### config.mk
export PLATFORM = sky130hd
export DESIGN_NAME = gate_exhaustive_tester
export DESIGN_NICKNAME = d
export VERILOG_FILES = /design/src/rtl/gate_exhaustive_tester.sv
export SDC_FILE = /design/constraint.sdc
export NUM_CORES = 1
export LEC_CHECK = 0
export ABC_AREA = 1
export CAP_MARGIN = 40
export CORE_UTILIZATION = 58
export CTS_CLUSTER_SIZE = 12
export DETAILED_ROUTE_END_ITERATION = 6
export PLACE_DENSITY_LB_ADDON = 0.12
export SLEW_MARGIN = 15
export SYNTH_ARGS = -nofsm -noshare
export SYNTH_HDL_FRONTEND = slang
export SYNTH_SLANG_ARGS = --single-unit
### constraint.sdc
create_clock -name clk -period 5.65 [get_ports clk]
set_input_delay 1.13 -clock clk [delete_from_list [all_inputs] [get_ports clk]]
set_output_delay 1.13 -clock clk [all_outputs]
set_load 0.05 [all_outputs]
### src/rtl/gate_exhaustive_tester.sv
// Exhaustive stimulus generator and checker for N-input logic gates.
// It walks every input vector in ascending order, holds each one for HOLD_CYCLES cycles and checks the DUT against a golden gate model.
module gate_exhaustive_tester #(
   parameter int N_INPUTS    = 2,
   parameter int HOLD_CYCLES = 5,
   parameter int ERR_W       = 16
) (
   input  logic                clk,
   input  logic                reset,
   input  logic                start,
   input  logic [2:0]          gate_mode,
   input  logic                dut_out,
   output logic [N_INPUTS-1:0] stim,
   output logic                busy,
   output logic                done,
   output logic                pass,
   output logic                mode_err,
   output logic [ERR_W-1:0]    err_count,
   output logic [N_INPUTS-1:0] first_fail_vec,
   output logic                first_fail_valid
);

   localparam int HOLD_W = (HOLD_CYCLES > 1) ? $clog2(HOLD_CYCLES) : 1;

   localparam logic [1:0] S_IDLE   = 2'd0;
   localparam logic [1:0] S_APPLY  = 2'd1;
   localparam logic [1:0] S_FINISH = 2'd2;

   localparam logic [2:0] M_AND  = 3'd0;
   localparam logic [2:0] M_OR   = 3'd1;
   localparam logic [2:0] M_XOR  = 3'd2;
   localparam logic [2:0] M_NAND = 3'd3;
   localparam logic [2:0] M_NOR  = 3'd4;
   localparam logic [2:0] M_XNOR = 3'd5;

   localparam logic [HOLD_W-1:0]   HOLD_LAST = HOLD_W'(HOLD_CYCLES - 1);
   localparam logic [N_INPUTS-1:0] STIM_MAX  = {N_INPUTS{1'b1}};

   logic [1:0]          state_q, state_d;
   logic [2:0]          mode_q, mode_d;
   logic [HOLD_W-1:0]   hold_q, hold_d;
   logic [N_INPUTS-1:0] stim_q, stim_d;
   logic                done_q, done_d;
   logic                pass_q, pass_d;
   logic                merr_q, merr_d;
   logic [ERR_W-1:0]    err_q, err_d;
   logic [N_INPUTS-1:0] ffv_q, ffv_d;
   logic                ffval_q, ffval_d;

   // Golden model: reserved modes never reach here because they are rejected at start.
   function automatic logic expected_out(input logic [N_INPUTS-1:0] v, input logic [2:0] m);
      logic r;
      case (m)
         M_AND:   r = &v;
         M_OR:    r = |v;
         M_XOR:   r = ^v;
         M_NAND:  r = ~(&v);
         M_NOR:   r = ~(|v);
         M_XNOR:  r = ~(^v);
         default: r = 1'b0;
      endcase
      return r;
   endfunction

   function automatic logic [ERR_W-1:0] sat_inc(input logic [ERR_W-1:0] e);
      return (e == {ERR_W{1'b1}}) ? e : e + ERR_W'(1);
   endfunction

   function automatic logic mode_valid(input logic [2:0] m);
      return (m <= M_XNOR);
   endfunction

   always_comb begin
      state_d = state_q;
      mode_d  = mode_q;
      hold_d  = hold_q;
      stim_d  = stim_q;
      done_d  = done_q;
      pass_d  = pass_q;
      merr_d  = merr_q;
      err_d   = err_q;
      ffv_d   = ffv_q;
      ffval_d = ffval_q;

      case (state_q)
         S_IDLE, S_FINISH: begin
            if (start) begin
               mode_d  = gate_mode;
               err_d   = '0;
               ffv_d   = '0;
               ffval_d = 1'b0;
               pass_d  = 1'b0;
               stim_d  = '0;
               hold_d  = '0;
               if (mode_valid(gate_mode)) begin
                  state_d = S_APPLY;
                  done_d  = 1'b0;
                  merr_d  = 1'b0;
               end else begin
                  state_d = S_FINISH;
                  done_d  = 1'b1;
                  merr_d  = 1'b1;
               end
            end
         end

         S_APPLY: begin
            if (hold_q == HOLD_LAST) begin
               // Sample point: the DUT has had HOLD_CYCLES-1 cycles to settle.
               if (dut_out !== expected_out(stim_q, mode_q)) begin
                  err_d = sat_inc(err_q);
                  if (!ffval_q) begin
                     ffv_d   = stim_q;
                     ffval_d = 1'b1;
                  end
               end
               hold_d = '0;
               if (stim_q != STIM_MAX) begin
                  stim_d = stim_q + N_INPUTS'(1);
               end else begin
                  state_d = S_FINISH;
                  stim_d  = '0;
                  done_d  = 1'b1;
                  pass_d  = (err_d == '0) & ~merr_q;
               end
            end else begin
               hold_d = hold_q + HOLD_W'(1);
            end
         end

         default: begin
            state_d = S_IDLE;
         end
      endcase
   end

   always_ff @(posedge clk) begin
      if (reset) begin
         state_q <= S_IDLE;
         mode_q  <= '0;
         hold_q  <= '0;
         stim_q  <= '0;
         done_q  <= 1'b0;
         pass_q  <= 1'b0;
         merr_q  <= 1'b0;
         err_q   <= '0;
         ffv_q   <= '0;
         ffval_q <= 1'b0;
      end else begin
         state_q <= state_d;
         mode_q  <= mode_d;
         hold_q  <= hold_d;
         stim_q  <= stim_d;
         done_q  <= done_d;
         pass_q  <= pass_d;
         merr_q  <= merr_d;
         err_q   <= err_d;
         ffv_q   <= ffv_d;
         ffval_q <= ffval_d;
      end
   end

   assign stim             = stim_q;
   assign busy             = (state_q == S_APPLY);
   assign done             = done_q;
   assign pass             = pass_q;
   assign mode_err         = merr_q;
   assign err_count        = err_q;
   assign first_fail_vec   = ffv_q;
   assign first_fail_valid = ffval_q;

endmodule
# ---- Yosys cells after proc, flatten, opt, wreduce, memory -nomap -nowiden
# Cells that the tools add are included.
# W data, S select, Z words.
dict set report op_classes {
  add_sub_neg 3
  n_lt_le_gt_ge 1
  n_eq_ne 16
  n_mux 38
  bitwise 5
  n_reduce_logical 15
}
# operator n
set op_table {}
lappend op_table {{$mux W16} 6}
lappend op_table {{$pmux W16 S2} 1}
lappend op_table {{$mux W2} 10}
lappend op_table {{$add A16 B1 Y16 const B} 1}
lappend op_table {{$eq A16 B16 Y1 const B} 1}
lappend op_table {{$logic_not A16 Y1} 1}
lappend op_table {{$pmux W2 S2} 3}
lappend op_table {{$mux W1} 11}
lappend op_table {{$eq A3 B3 Y1 const B} 3}
lappend op_table {{$ne A2 B2 Y1 const B} 4}
lappend op_table {{$reduce_and A4 Y1} 2}
lappend op_table {{$eq A3 B2 Y1 const B} 2}
lappend op_table {{$mux W3} 2}
lappend op_table {{$pmux W1 S2} 3}
lappend op_table {{$pmux W1 S6} 1}
lappend op_table {{$pmux W3 S2} 1}
lappend op_table {{$reduce_and A2 Y1} 3}
lappend op_table {{$reduce_and A3 Y1} 2}
lappend op_table {{$reduce_and A5 Y1} 1}
lappend op_table {{$ne A2 B1 Y1 const B} 2}
lappend op_table {{$not A1 Y1} 4}
lappend op_table {{$reduce_or A2 Y1} 2}
lappend op_table {{$add A3 B1 Y3 const B} 1}
lappend op_table {{$eq A3 B1 Y1 const B} 1}
lappend op_table {{other kinds (10)} 10}
dict set report word_totals {
  regBits 32
  in_bits 7
  out_inout_bits 25
}

# ---- Longest topological paths before layout
dict set report depth {
  depth_word 14
  depth_mapped 17
}

# ---- Worst setup path after synthesis
# No wires, ideal clock.
dict set report synth_path {
  kind {reg2reg}
  from {reg stim_q[0] (netlist: stim[0])}
  to {reg pass_q (netlist: pass)}
  arrival_ps 2309
  required_ps 5583
  path_slack_ps 3274
  path_stages_with_launch 17
  n_path_buf 1
  period_less_slack_ps 2376
  path_cell_list {dfxtp_1 inv_1 ha_1 inv_1 nand2_1 nand3_1 nand2_2 o21ai_1 nand2_2 buf_6 nand2_1 nand2_1 nor2_1 nand2_1 nor2_1 nand2_1 a21oi_2}
}
dict set report synth_between {
  elab_chain_cells 14
}
# item line
set synth_rtl {}
lappend synth_rtl {{start: declaration} 42} ;# logic [N_INPUTS-1:0] stim_q, stim_d;
lappend synth_rtl {{start signal: assignment} 153} ;# stim_q <= stim_d;
lappend synth_rtl {{$reduce_xor A2 Y1, or another cell as far along} {56, 59}}
lappend synth_rtl {{$not A1 Y1, on equally long branches} {59, 57, 58}}
lappend synth_rtl {{$pmux W1 S6} 53} ;# case (m)
lappend synth_rtl {{$mux W1} 108} ;# if (hold_q == HOLD_LAST) begin
lappend synth_rtl {{$mux W1} 85} ;# case (state_q)
lappend synth_rtl {{$nex A1 B1 Y1} 110} ;# if (dut_out !== expected_out(stim_q, mode_q)) begin
lappend synth_rtl {{$mux W16} 110}
lappend synth_rtl {{$mux W16} 108}
lappend synth_rtl {{$mux W16} 85}
lappend synth_rtl {{$logic_not A16 Y1} 124} ;# pass_d = (err_d == '0) & ~merr_q;
lappend synth_rtl {{$and A1 B1 Y1} 124}
lappend synth_rtl {{$mux W1} 118} ;# if (stim_q != STIM_MAX) begin
lappend synth_rtl {{$mux W1} 108}
lappend synth_rtl {{$pmux W1 S2} 85}
lappend synth_rtl {{end signal: assignment} 155} ;# pass_q <= pass_d;
lappend synth_rtl {{end: declaration} 44} ;# logic pass_q, pass_d;
# Parallel ways exist; a longest one is shown, timed or not. The select of a mux whose other input is x is not followed.
# A chain may end at the register's enable or synchronous reset.

# ---- Worst setup path in the final report
dict set report layout_path {
  from {reg state_q[0]}
  to {out busy}
}
dict set report layout_between {
  elab_chain_cells 1
}
# item line
set layout_rtl {}
lappend layout_rtl {{start: declaration} 39} ;# logic [1:0] state_q, state_d;
lappend layout_rtl {{start signal: assignment} 150} ;# state_q <= state_d;
lappend layout_rtl {{$eq A2 B1 Y1} 164} ;# assign busy = (state_q == S_APPLY);
lappend layout_rtl {{end: declaration} 14} ;# output logic busy,
# Every way passes these cells.

==> flow_summary.json <==
{
  "final_common_cell": "nand2_1",
  "power_mw": 0.500,
  "finalHoldViolCount": 0,
  "synth_top_cell_by_area": "dfxtp_1",
  "num-fill-cells": 312,
  "sequentialPowerShare_pct": 47.6,
  "r2r_start": "stim[0]",
  "required_ns": 4.52,
  "whs_ns": 0.465,
  "drive_gt1_share_pct": 6.96,
  "antenna_found_initial": 0,
  "clk_latency_ns": 0.28,
  "seq_area_um2": 641,
  "slowest_delay_ns": 0.86,
  "synth-seq-cells": 32,
  "critical_path_class": "flip-flop to primary output",
  "ys_warn_count": 0,
  "yosysSeqAreaShare_pct": 29.9,
  "cts_setup_buffers": 0,
  "crit_path_max_fanout": 7,
  "power_switching_mw": 0.156,
  "path_cells": "inv_1, nor2_2, clkdlybuf4s50_1",
  "cts_buffers": 5,
  "status": "finished clean",
  "grt_first_pass_wirelength_um": 9110,
  "grt_util_all_layers_pct": 28.9,
  "hold_buffers": 0,
  "gp_congestion": 0.941,
  "crit_family": "buffers and inverters",
  "die_h_um": 62.8,
  "fin_nets": 400,
  "vdd_ir_drop_max_mv": 0.191,
  "min_from": "done",
  "r2r-end": "pass",
  "multiInputGateArea_um2": 1310,
  "core-area_um2": 3440,
  "cts_tree": "done",
  "r2r_slack_ns": 3.27,
  "internal_power_mw": 0.344,
  "drv_slew": 0,
  "power_leakage_nw": 1.06,
  "cp-start-kind": "flip-flop",
  "clockRootBuffer": "clkbuf_8",
  "slew_headroom_pct": 52.6,
  "remaining_drc_errors": 0,
  "num_antenna_cells": 0,
  "finalCritPeriodShare_pct": 52.0,
  "min_to": "done",
  "synth.avg_cell_area_um2": 5.97,
  "die_width_um": 62.8,
  "reg2reg_depth": 15,
  "maxCapViolCount": 0,
  "power_density_nw_per_um2": 197,
  "syn2layout_area_growth_pct": 18.6,
  "avgViaCountPerCell": 5.42,
  "setup_violations": 0,
  "netlist.area_leader.share_pct": 29.9,
  "rows": 21,
  "grt_overflow": 0,
  "dr.pass1.iters": 5,
  "p_sw_share_pct": 31.2,
  "p_comb_share_pct": 19.2,
  "portBuffers": 31,
  "end_kind": "primary output",
  "final_cell_mix": "nand2_1 (134), nor2_1 (39), inv_1 (32), nand3_1 (32), dfxtp_1 (32)",
  "arrival_ns": 1.81,
  "critPathBufInv": 2,
  "holdPathStages": 2,
  "dp_hpwl_um": 3840,
  "ant_nets": 0,
  "yosys-top-cells-area": "dfxtp_1 (30%), nand2_1 (23%), nand3_1 (7.5%), a21oi_1 (7.0%), nor2_1 (6.8%)",
  "skew_ns": 0.00283,
  "cts-resized-gates": 0,
  "fp.dieArea_um2": 3940,
  "rsz0062_at_grt": "false",
  "drt_wl_total_um": 5260,
  "synth_nets": 371,
  "cts_max_level": 2,
  "hold_class": "flip-flop to flip-flop",
  "period_needed_ns": 2.94,
  "syn_inst": 359,
  "pwr-share-clk_pct": 33.2,
  "grt_pass1_vias": 2036,
  "numClockSinks": 32,
  "wl_per_cell_um": 12.1,
  "fmax_ghz": 0.340,
  "syn_area_um2": 2140,
  "io_pins": 32,
  "worst_pin_slew_ns": 0.710,
  "clock_path_buffers": 2,
  "floorplan.initialDensity_pct": 62.2,
  "grt_max_degree": 21,
  "first_iter_violations": 182,
  "setup_tns_ns": 0,
  "synth_cell_types": 29,
  "cts.clk_slew.worst_paths_ns": 0.06,
  "cp_slowest_cell": "clkdlybuf4s50_1",
  "via_count": 2354
}
-- stage by stage --
step | utilization, % | setup WS, ns | std cells | area, µm²
after floorplan | - | 3.27 | 359 | 2140
after global placement | 71.1 | 2.75 | 426 | 2450
after detailed placement | 71.6 | 2.70 | 427 | 2460
after CTS | 73.8 | 2.72 | 434 | 2540
after global routing | 73.8 | 2.63 | 434 | 2540
final | 73.8 | 2.71 | 434 | 2540
-- how the worst max path moves through the flow --
| stage | start | end | slack, ns | cells after the start |
|---|---|---|---|---|
| after floorplan | stim[0] | pass | 3.27 | 16 |
| after global placement | start | first_fail_vec[1] | 2.75 | 9 |
| after detailed placement | start | first_fail_vec[1] | 2.70 | 9 |
| after CTS | state_q[0] | busy | 2.72 | 3 |
| after global routing | state_q[0] | busy | 2.63 | 3 |
| final | state_q[0] | busy | 2.71 | 3 |
-- worst reg2reg max path, stage by stage, from the launching register on --
cell,delay (ns)
dfxtp_1,0.41
inv_1,0.09
ha_1,0.34
inv_1,0.06
nand2_1,0.05
nand3_1,0.09
nand2_2,0.09
o21ai_1,0.23
nand2_2,0.24
nand2_1,0.11
nand2_1,0.07
nor2_1,0.10
nand2_1,0.08
nor2_1,0.16
nand2_1,0.08
a21oi_2,0.11
-- area by class of cell --
| type | instances | share of cell area, % |
|---|---|---|
| clock buffer | 6 | 2.86 |
| clock inverter | 1 | 0.197 |
| multi-input combinational | 281 | 51.4 |
| tap | 46 | 2.26 |
| timing repair buffer | 32 | 12.8 |
| inverter | 36 | 5.32 |
| sequential | 32 | 25.2 |
-- cells in the mapped netlist (all sizes together) --
| master | number |
|---|---|
| clkbuf | 3 |
| dfxtp | 32 |
| ha | 5 |
| nand3 | 33 |
| nor3 | 4 |
| nor2 | 43 |
| a21oi | 31 |
| inv | 36 |
| o21ai | 9 |
| o221ai | 1 |
| xnor2 | 3 |
| nand4 | 5 |
| xor2 | 1 |
| nand2 | 141 |
| buf | 7 |
| nand3b | 1 |
| or2 | 3 |
| a211oi | 1 |
-- power by group through the flow --
stage | Clock, mW | Sequential (mW) | Combinational (mW)
finish | 0.166 | 0.238 | 0.0960
detailed placement | 0 | 0.243 | 0.0948
floorplan | 0 | 0.250 | 0.0663
CTS | 0.168 | 0.238 | 0.0951
global placement | 0 | 0.243 | 0.0918
global route | 0.177 | 0.239 | 0.106
-- cells by family after synthesis --
| kind of cell | Yosys count | share of synthesized area [%] |
|---|---|---|
| buffers and inverters | 46 | 9.17 |
| AOI/OAI and AO/OA | 42 | 10.8 |
| DFF | 32 | 29.9 |
| and+or+nand+nor | 230 | 45.6 |
| xor gates and xnor gates | 4 | 1.64 |
| adders and majority gates | 5 | 2.92 |
-- sequential cells by signal (all words and copies together) (netlist names) --
signal	count
done	1
err_count	16
first_fail_valid	1
first_fail_vec	2
hold_q	3
mode_err	1
mode_q	3
pass	1
state_q	2
stim	2
-- metal layers --
layer	vias to the layer above	track usage [%]	wire [µm]
li1	1193	-	-
met1	1068	39.5	2470
met2	79	46.2	2340
met3	14	5.29	342
met4	0	8.43	100
met5	-	0	0
No activity file was read; power rests on OpenSTA's default activity.
==> RTL edit (same settings) <==
Set the parameter `N_INPUTS` to 4 (it was 2).
--- a/src/rtl/gate_exhaustive_tester.sv
+++ b/src/rtl/gate_exhaustive_tester.sv
@@ -3,3 +3,3 @@
 module gate_exhaustive_tester #(
-   parameter int N_INPUTS    = 2,
+   parameter int N_INPUTS    = 4,
    parameter int HOLD_CYCLES = 5,
Interface: changed (resized first_fail_vec and stim); port bits go from 32 to 36. The function was not compared with the original's and may differ.
==> RTL edit against the unedited design <==
Worst hold slack better by 0.0073 ns. Sequential share of layout area shrank 0.38 points. Count of clock-buffer cells in the layout fell by 1. Total power rose by 31%. Final area increased by 14%. Setup slack gained 0.056 ns. Wire length rose by 13%. Die area is 12% higher. Synthesized area up 13%. Utilization is 1.3 points lower. Synthesized cell count grew 7.2%. Sequential cell count rose by 4. Clock power up 40%. Largest cell class unchanged. Largest power group unchanged.
==> RTL edit: results <==
export IMPL_status="completed"
export IMPL_synth_warnings=0
export IMPL_dp_cells=462
export IMPL_clk_pin_slew_ns=0.07
export IMPL_hold_class="flip-flop to flip-flop"
export IMPL_firstDrtPassIters=4
export IMPL_min_delay_start="done"
export IMPL_p_leak_nw=1.190
export IMPL_layout_drive_gt1_share=0.1045
export IMPL_arrival_ns=1.75
export IMPL_placed_cell_area_sq_um=2776
export IMPL_clk_latency_ns=0.30
export IMPL_r2r_end="first_fail_vec[2]"
export IMPL_fin_worst_skew_ns=0.004713
export IMPL_nets=434
export IMPL_wirelength_met1_mm=2.535
export IMPL_cts_made_buffers=5
export IMPL_hold_slack_ns=0.4724
export IMPL_yosysUniqueCellTypes=32
export IMPL_yosysSeqAreaShare=0.2983
export IMPL_synthTopCellsByCount="nand2_1 (129), inv_1 (40), dfxtp_1 (36)"
export IMPL_vias_per_cell=5.342
export IMPL_crit_fanout=9
export IMPL_final_cells=471
export IMPL_track_usage=0.2836
export IMPL_die_area_sq_um=4428
export IMPL_rr_worst_depth=15
export IMPL_grt_pass1_vias=2206
export IMPL_grt_pass1_wl_mm=9.453
export IMPL_wl_per_cell_um=12.59
export IMPL_clockBufferDepth=2
export IMPL_grt_max_degree=24
export IMPL_pre_cts_ws_ns=2.537
export IMPL_port_buffers=35
export IMPL_synthesis_nets=399
export IMPL_synthArstFlopShare=0
export IMPL_worst_ir_drop_vdd_v=0.0002345
export IMPL_wl_met2_mm=3.016
export IMPL_reg2reg_slack_ns=3.08
export IMPL_wl_met3_um=264
export IMPL_drtIter0Drc=193
export IMPL_syn_area_per_cell_sq_um=6.275
export IMPL_slew_headroom=0.6369
export IMPL_synth_area_top_cells="dfxtp_1 (30%), nand2_1 (20%), nand3_1 (6.8%)"
export IMPL_htree_num_levels=2
export IMPL_hpwl_mm=4.182
export IMPL_routabilityCongestion=0.8501
export IMPL_clock_root_buffer="clkbuf_8"
-- RTL edit: critical path, delay by kind of cell (launching register included) --
| family | cells | cell delay [ns] |
|---|---|---|
| buffers and inverters | 2 | 0.92 |
| flip-flops | 1 | 0.33 |
| AND/OR/NAND/NOR | 1 | 0.20 |
-- RTL edit: cell families after synthesis --
logic type / count (synthesis) / synth area share
simple gates: 224 / 0.4169
compound gates: 58 / 0.1378
buf+inv: 56 / 0.09632
flops: 36 / 0.2983
fa+ha+maj: 7 / 0.03625
xor+xnor: 4 / 0.01450
-- RTL edit: layout make-up --
type / instances / area, sq um
multi-input combinational: 293 / 1463
fill: 347 / 1097
sequential: 36 / 720.7
timing repair buffer: 36 / 365.4
inverter: 48 / 180.2
clock buffer: 5 / 68.82
tap: 50 / 62.56
clock inverter: 3 / 42.54
-- RTL edit: how the worst max path moves through the flow --
stage / slack (ns) / endpoint / depth (start not counted) / start
4_1_cts: 2.77 / busy / 3 / state_q[0]
2_1_floorplan: 3.31 / pass / 18 / stim[0]
5_1_grt: 2.74 / busy / 3 / state_q[0]
3_3_place_gp: 2.60 / done / 6 / reset
6_report: 2.77 / busy / 3 / state_q[0]
3_5_place_dp: 2.54 / done / 6 / reset
-- RTL edit: where the power goes --
part / switching (W) / leakage (nW) / internal [W]
registers: 0.0000101 / 0.293 / 0.000265
logic: 0.000105 / 0.843 / 0.0000442
clock network: 0.000102 / 0.0541 / 0.000131
-- RTL edit: routing by layer --
| layer | track usage | vias up |
|---|---|---|
| met1 | 0.3129 | 1142 |
| met4 | 0.1197 | 0 |
| met3 | 0.05137 | 10 |
| met5 | 0 | - |
| li1 | - | 1306 |
| met2 | 0.5227 | 58 |
